## src/rtl/serial_rx_pkg.sv

```systemverilog
// Shared constants for the serial frame receiver and its future transmitter peer.
package serial_rx_pkg;
  localparam logic [2:0] ST_IDLE   = 3'd0;
  localparam logic [2:0] ST_DATA   = 3'd1;
  localparam logic [2:0] ST_PARITY = 3'd2;
  localparam logic [2:0] ST_STOP   = 3'd3;
  localparam logic [2:0] ST_RESYNC = 3'd4;

  localparam bit PAR_EVEN = 1'b0;
  localparam bit PAR_ODD  = 1'b1;
endpackage

```

## src/rtl/rx_shift_reg.sv

```systemverilog
// Right-shifting payload register: serial bits enter at the MSB so an
// LSB-first stream lands in natural bit order after WIDTH shifts.
module rx_shift_reg #(
  parameter int WIDTH = 8
) (
  input  logic             clk,
  input  logic             rst_n,
  input  logic             en_i,
  input  logic             sin_i,
  output logic [WIDTH-1:0] q_o
);
  logic [WIDTH-1:0] sh_q;

  generate
    if (WIDTH == 1) begin : g_one
      always_ff @(posedge clk or negedge rst_n) begin
        if (!rst_n)    sh_q <= '0;
        else if (en_i) sh_q <= sin_i;
      end
    end else begin : g_many
      always_ff @(posedge clk or negedge rst_n) begin
        if (!rst_n)    sh_q <= '0;
        else if (en_i) sh_q <= {sin_i, sh_q[WIDTH-1:1]};
      end
    end
  endgenerate

  assign q_o = sh_q;
endmodule

```

## src/rtl/serial_frame_rx.sv

```systemverilog
// One-bit-per-clock frame receiver: start(1), LSB-first payload, optional
// parity, stop(0); registered valid/parity_err/frame_err strobes.
module serial_frame_rx
  import serial_rx_pkg::*;
#(
  parameter int WIDTH      = 8,
  parameter bit PARITY_EN  = 1'b1,
  parameter bit PARITY_ODD = PAR_EVEN
) (
  input  logic             clk,
  input  logic             reset,
  input  logic             d,
  output logic [WIDTH-1:0] data_out,
  output logic             valid,
  output logic             parity_err,
  output logic             frame_err,
  output logic             busy
);
  localparam int             CW   = $clog2(WIDTH + 1);
  localparam logic [CW-1:0] LAST = CW'(WIDTH - 1);

  logic [2:0]       state_q, state_d;
  logic [CW-1:0]    cnt_q, cnt_d;
  logic             par_q, par_d;
  logic             pbit_q, pbit_d;
  logic [WIDTH-1:0] data_q, data_d;
  logic             valid_q, valid_d;
  logic             perr_q, perr_d;
  logic             ferr_q, ferr_d;
  logic             sh_en;
  logic [WIDTH-1:0] sh_q;

  rx_shift_reg #(.WIDTH(WIDTH)) u_shift (
    .clk   (clk),
    .rst_n (reset),
    .en_i  (sh_en),
    .sin_i (d),
    .q_o   (sh_q)
  );

  always_comb begin
    state_d = state_q;
    cnt_d   = cnt_q;
    par_d   = par_q;
    pbit_d  = pbit_q;
    data_d  = data_q;
    valid_d = 1'b0;
    perr_d  = 1'b0;
    ferr_d  = 1'b0;
    sh_en   = 1'b0;
    case (state_q)
      ST_IDLE: if (d) begin
        state_d = ST_DATA;
        cnt_d   = '0;
        par_d   = 1'b0;
        pbit_d  = 1'b0;
      end
      ST_DATA: begin
        sh_en = 1'b1;
        par_d = par_q ^ d;
        cnt_d = cnt_q + CW'(1);
        if (cnt_q == LAST) state_d = PARITY_EN ? ST_PARITY : ST_STOP;
      end
      ST_PARITY: begin
        pbit_d  = d;
        state_d = ST_STOP;
      end
      ST_STOP: if (!d) begin
        data_d  = sh_q;
        valid_d = 1'b1;
        perr_d  = PARITY_EN && ((par_q ^ pbit_q) != PARITY_ODD);
        state_d = ST_IDLE;
      end else begin
        // Bad stop: hold data_out and wait for the line to drop before rearming.
        ferr_d  = 1'b1;
        state_d = ST_RESYNC;
      end
      ST_RESYNC: if (!d) state_d = ST_IDLE;
      default:   state_d = ST_IDLE;
    endcase
  end

  always_ff @(posedge clk or negedge reset) begin
    if (!reset) begin
      state_q <= ST_IDLE;
      cnt_q   <= '0;
      par_q   <= 1'b0;
      pbit_q  <= 1'b0;
      data_q  <= '0;
      valid_q <= 1'b0;
      perr_q  <= 1'b0;
      ferr_q  <= 1'b0;
    end else begin
      state_q <= state_d;
      cnt_q   <= cnt_d;
      par_q   <= par_d;
      pbit_q  <= pbit_d;
      data_q  <= data_d;
      valid_q <= valid_d;
      perr_q  <= perr_d;
      ferr_q  <= ferr_d;
    end
  end

  assign data_out   = data_q;
  assign valid      = valid_q;
  assign parity_err = perr_q;
  assign frame_err  = ferr_q;
  assign busy       = (state_q != ST_IDLE);
endmodule
```

## config.mk

```make
export PLATFORM = sky130hd
export DESIGN_NAME = serial_frame_rx
export DESIGN_NICKNAME = d
export VERILOG_FILES = /design/src/rtl/serial_rx_pkg.sv /design/src/rtl/rx_shift_reg.sv /design/src/rtl/serial_frame_rx.sv
export SDC_FILE = /design/constraint.sdc
export NUM_CORES = 1
export LEC_CHECK = 0
export ABC_CLOCK_PERIOD_IN_PS = 1500
export CAP_MARGIN = 20
export CORE_MARGIN = 2
export CORE_UTILIZATION = 48
export CTS_CLUSTER_DIAMETER = 50
export DETAILED_ROUTE_END_ITERATION = 10
export PLACE_DENSITY = 0.73
export SLEW_MARGIN = 20
export SYNTH_ARGS = -nofsm -noshare
export SYNTH_HDL_FRONTEND = slang
export SYNTH_SLANG_ARGS = --single-unit
```

## constraint.sdc

```tcl
create_clock -name clk -period 1.5 [get_ports clk]
set_clock_uncertainty 0.2 [all_clocks]
set_input_delay 0.225 -clock clk [delete_from_list [all_inputs] [get_ports clk]]
set_output_delay 0.225 -clock clk [all_outputs]
set_load 0.01 [all_outputs]
```

==> flow_summary.yaml <==
run_status:
  outcome: "finished with violations"
  violations: "setup timing"
clock_tree:
  cts_buffers: 3
  clkLatencyLatePin_ns: 0.31
  clock_path_buffers: 2
  cts_tree: "built"
  cts_sinks: 28
  clkTransAtPathRegs_ns: 0.14
  cts-htree-levels: 1
  clockRootBuffer: "clkbuf_4"
route:
  vias: 733
  final_antenna_net_count: 0
  first_pass_iters: 4
  drt-initial-drc-count: 4
  routedWlPerCell_microns: 12.6
  drc: 0
  wirelength_microns: 1820
  viasPerCell: 5.09
timing:
  setup_viol: 11
  worst_slew_pin_slew_ns: 0.193
  max_slew_margin_pct: 87.0
  max_freq_ghz: 0.612
  rsz0062_at_grt: "yes"
  drv_slew: 0
  finalHoldViolCount: 0
  period_share_pct: 109
  min_period_ns: 1.63
  setup_ws_ns: -0.134
final_layout:
  stdcell_count: 144
  antenna_cells: 0
  design_area_sq_um: 1510
  final_common_cell: "dfrtp_1"
  nNetsFinal: 119
  final_layout_size_suffix_gt1_share_pct: 37.7
  final_cell_mix: "28 x dfrtp_1, 15 x mux2_2, 11 x dlygate4sd2_1, 11 x buf_4, 4 x a22o_1"
  syn2layout_area_growth_pct: 26.5
  final.fill_count: 189
worst_setup_path:
  cp_slowest_stage_delay_ns: 0.40
  start_kind: "flop"
  worstSetupPathType: "reg -> out"
  crit_buf_inv: 1
  crit_chain: "or3_1 > buf_2"
  critPathTopFamily: "flip-flops"
  path_max_fanout: 2
  crit_path_end_kind: "output port"
  required_ns: 1.07
  cp.arrival_ns: 1.21
  crit_slowest_cell: "dfrtp_1"
placement:
  hpwl_microns: 1300
  dp_cells: 139
  finalWeightedCongestion: 0.683
  place_ws_ns: -0.213
  io_buffers: 14
  placed_cell_area_sq_um: 1430
global_route:
  gr-total-overflow: 0
  grt_pass1_vias: 705
  grt_antenna_before_repair: 0
  grt_max_degree: 29
  grt-busiest-layer: "met2"
  met2_usage_pct: 22.4
  grt_use_met3_pct: 3.89
  grt_pass1_wl_microns: 2990
  use_met1_pct: 18.9
  track_usage_pct: 14.4
synth:
  synthCells: 87
  ys_seq_area_share_pct: 58.8
  syn_nets: 91
  ys_ff_latch: 28
  ys_warn_count: 0
  synthesis.area_sq_um: 1190
  syn_avg_cell_area_sq_um: 13.7
  ys_types: 28
die:
  num_io_pins: 15
  die_w_microns: 53.8
  core_sq_um: 2410
  rows: 18
  start_util_pct: 49.4
  die_y_microns: 53.8
  dieArea_sq_um: 2900
power_and_ir_drop:
  power.density_nw_per_um2: 1950
  p_leak_uw: 0.000716
  power_uw: 2940
  vdd_drop_max_mv: 1.42
min_path:
  hp-class: "in -> async"
run:
  max-cap-violations: 0
==> repair_timing <==
item                       4_1_cts  5_1_grt
setup endpoints to repair       31       21
setup buffers                    0        1
resized for setup               19        5
pin swaps                        1        1
hold buffers                     0        0
==> sequential cells by signal, summed over array words and instances, names as in the netlist <==
signal and flops:
par_q 1, cnt_q 4, parity_err 1, valid 1, frame_err 1, data_out 8, pbit_q 1, u_shift.q_o 8
state_q 3
==> worst reg2reg max path: stages (launching register included) <==
cell,delay [ns]
dfrtp_1,0.37
buf_4,0.17
nand2b_4,0.08
nor3b_2,0.17
buf_6,0.17
mux2_2,0.34
==> per-layer routing <==
| layer | vias to the layer above | wire, microns |
|---|---|---|
| met5 | - | 0 |
| met4 | 0 | 15 |
| met3 | 2 | 78 |
| met2 | 11 | 858 |
| met1 | 363 | 867 |
| li1 | 357 | - |
==> cell families (layout without fill, tap and decap cells) <==
| kind of cell | after synthesis | in the layout | share of synthesized area (%) |
|---|---|---|---|
| flip-flops | 28 | 28 | 58.8 |
| AND/OR/NAND/NOR | 21 | 21 | 11.1 |
| multiplexers | 19 | 19 | 17.9 |
| AO/OA/AOI/OAI | 11 | 11 | 6.30 |
| buffers and inverters | 6 | 33 | 4.10 |
| adder cells (fa/ha/maj) | 1 | 1 | 1.05 |
| XOR/XNOR | 1 | 1 | 0.735 |
==> metrics by stage <==
step           setup TNS, ns  hold slack [ns]  utilization, %
3_3_place_gp           -2.42            0.274            59.5
5_1_grt                -2.57           0.0473            62.5
6_report              -0.763           0.0432            62.5
2_1_floorplan          -1.12           -0.271               -
3_5_place_dp           -2.52            0.274            59.5
4_1_cts               -0.928           0.0419            61.4
==> final cells by class <==
cell class	count	area, sq um	share of cell area [%]
Clock buffer	3	22.5	1.50
Clock inverter	1	30.0	1.99
Inverter	1	3.75	0.249
Multi-Input combinational cell	53	465	30.9
Sequential cell	28	701	46.5
Tap cell	30	37.5	2.49
Timing Repair Buffer	28	246	16.4
==> Yosys cell counts <==
library cell  count  share of area (%)
o31ai_1           2                1.3
nor2_1            4                1.3
mux2i_1           1               0.84
or4b_1            1               0.84
nor2b_1           1               0.53
nor3_1            1               0.42
inv_1             1               0.31
and2b_1           1               0.63
buf_6             2                1.9
or2_2             1               0.53
dfrtp_1          28                 59
nand2b_4          1                1.2
nand2b_1          2                1.1
buf_4             3                1.9
ha_1              1                1.1
o21ai_1           1               0.42
and2_1            2                1.1
nand3_1           1               0.42
nand2_1           3               0.95
xor2_1            1               0.74
or3b_1            1               0.74
a22o_1            4                2.9
or3_1             1               0.53
a21oi_1           2               0.84
o21ai_0           2               0.84
mux2_2           15                 14
nor3b_2           1                1.1
mux2_1            3                2.8
==> final timing paths <==
path | slack, ns | cells after the start | to | start
worst max-delay path | -0.13 | 2 | busy | state_q[0]
worst min-delay path | 0.04 | 2 | parity_err | reset
worst max register to register | -0.08 | 5 | data_out[6] | state_q[0]
worst min register to register | 0.30 | 1 | data_out[3] | data_out[3]
max in group asynchronous | 0.90 | 2 | state_q[0] | reset
min in group clk | 0.30 | 1 | data_out[3] | data_out[3]
==> report_power, final <==
part	leakage [uW]	total, uW	switching [uW]	internal (uW)
logic	0.000338	1200	481	720
clock network	0.0000279	475	206	270
registers	0.000350	1260	190	1070
(Power assumes the default switching activity.)
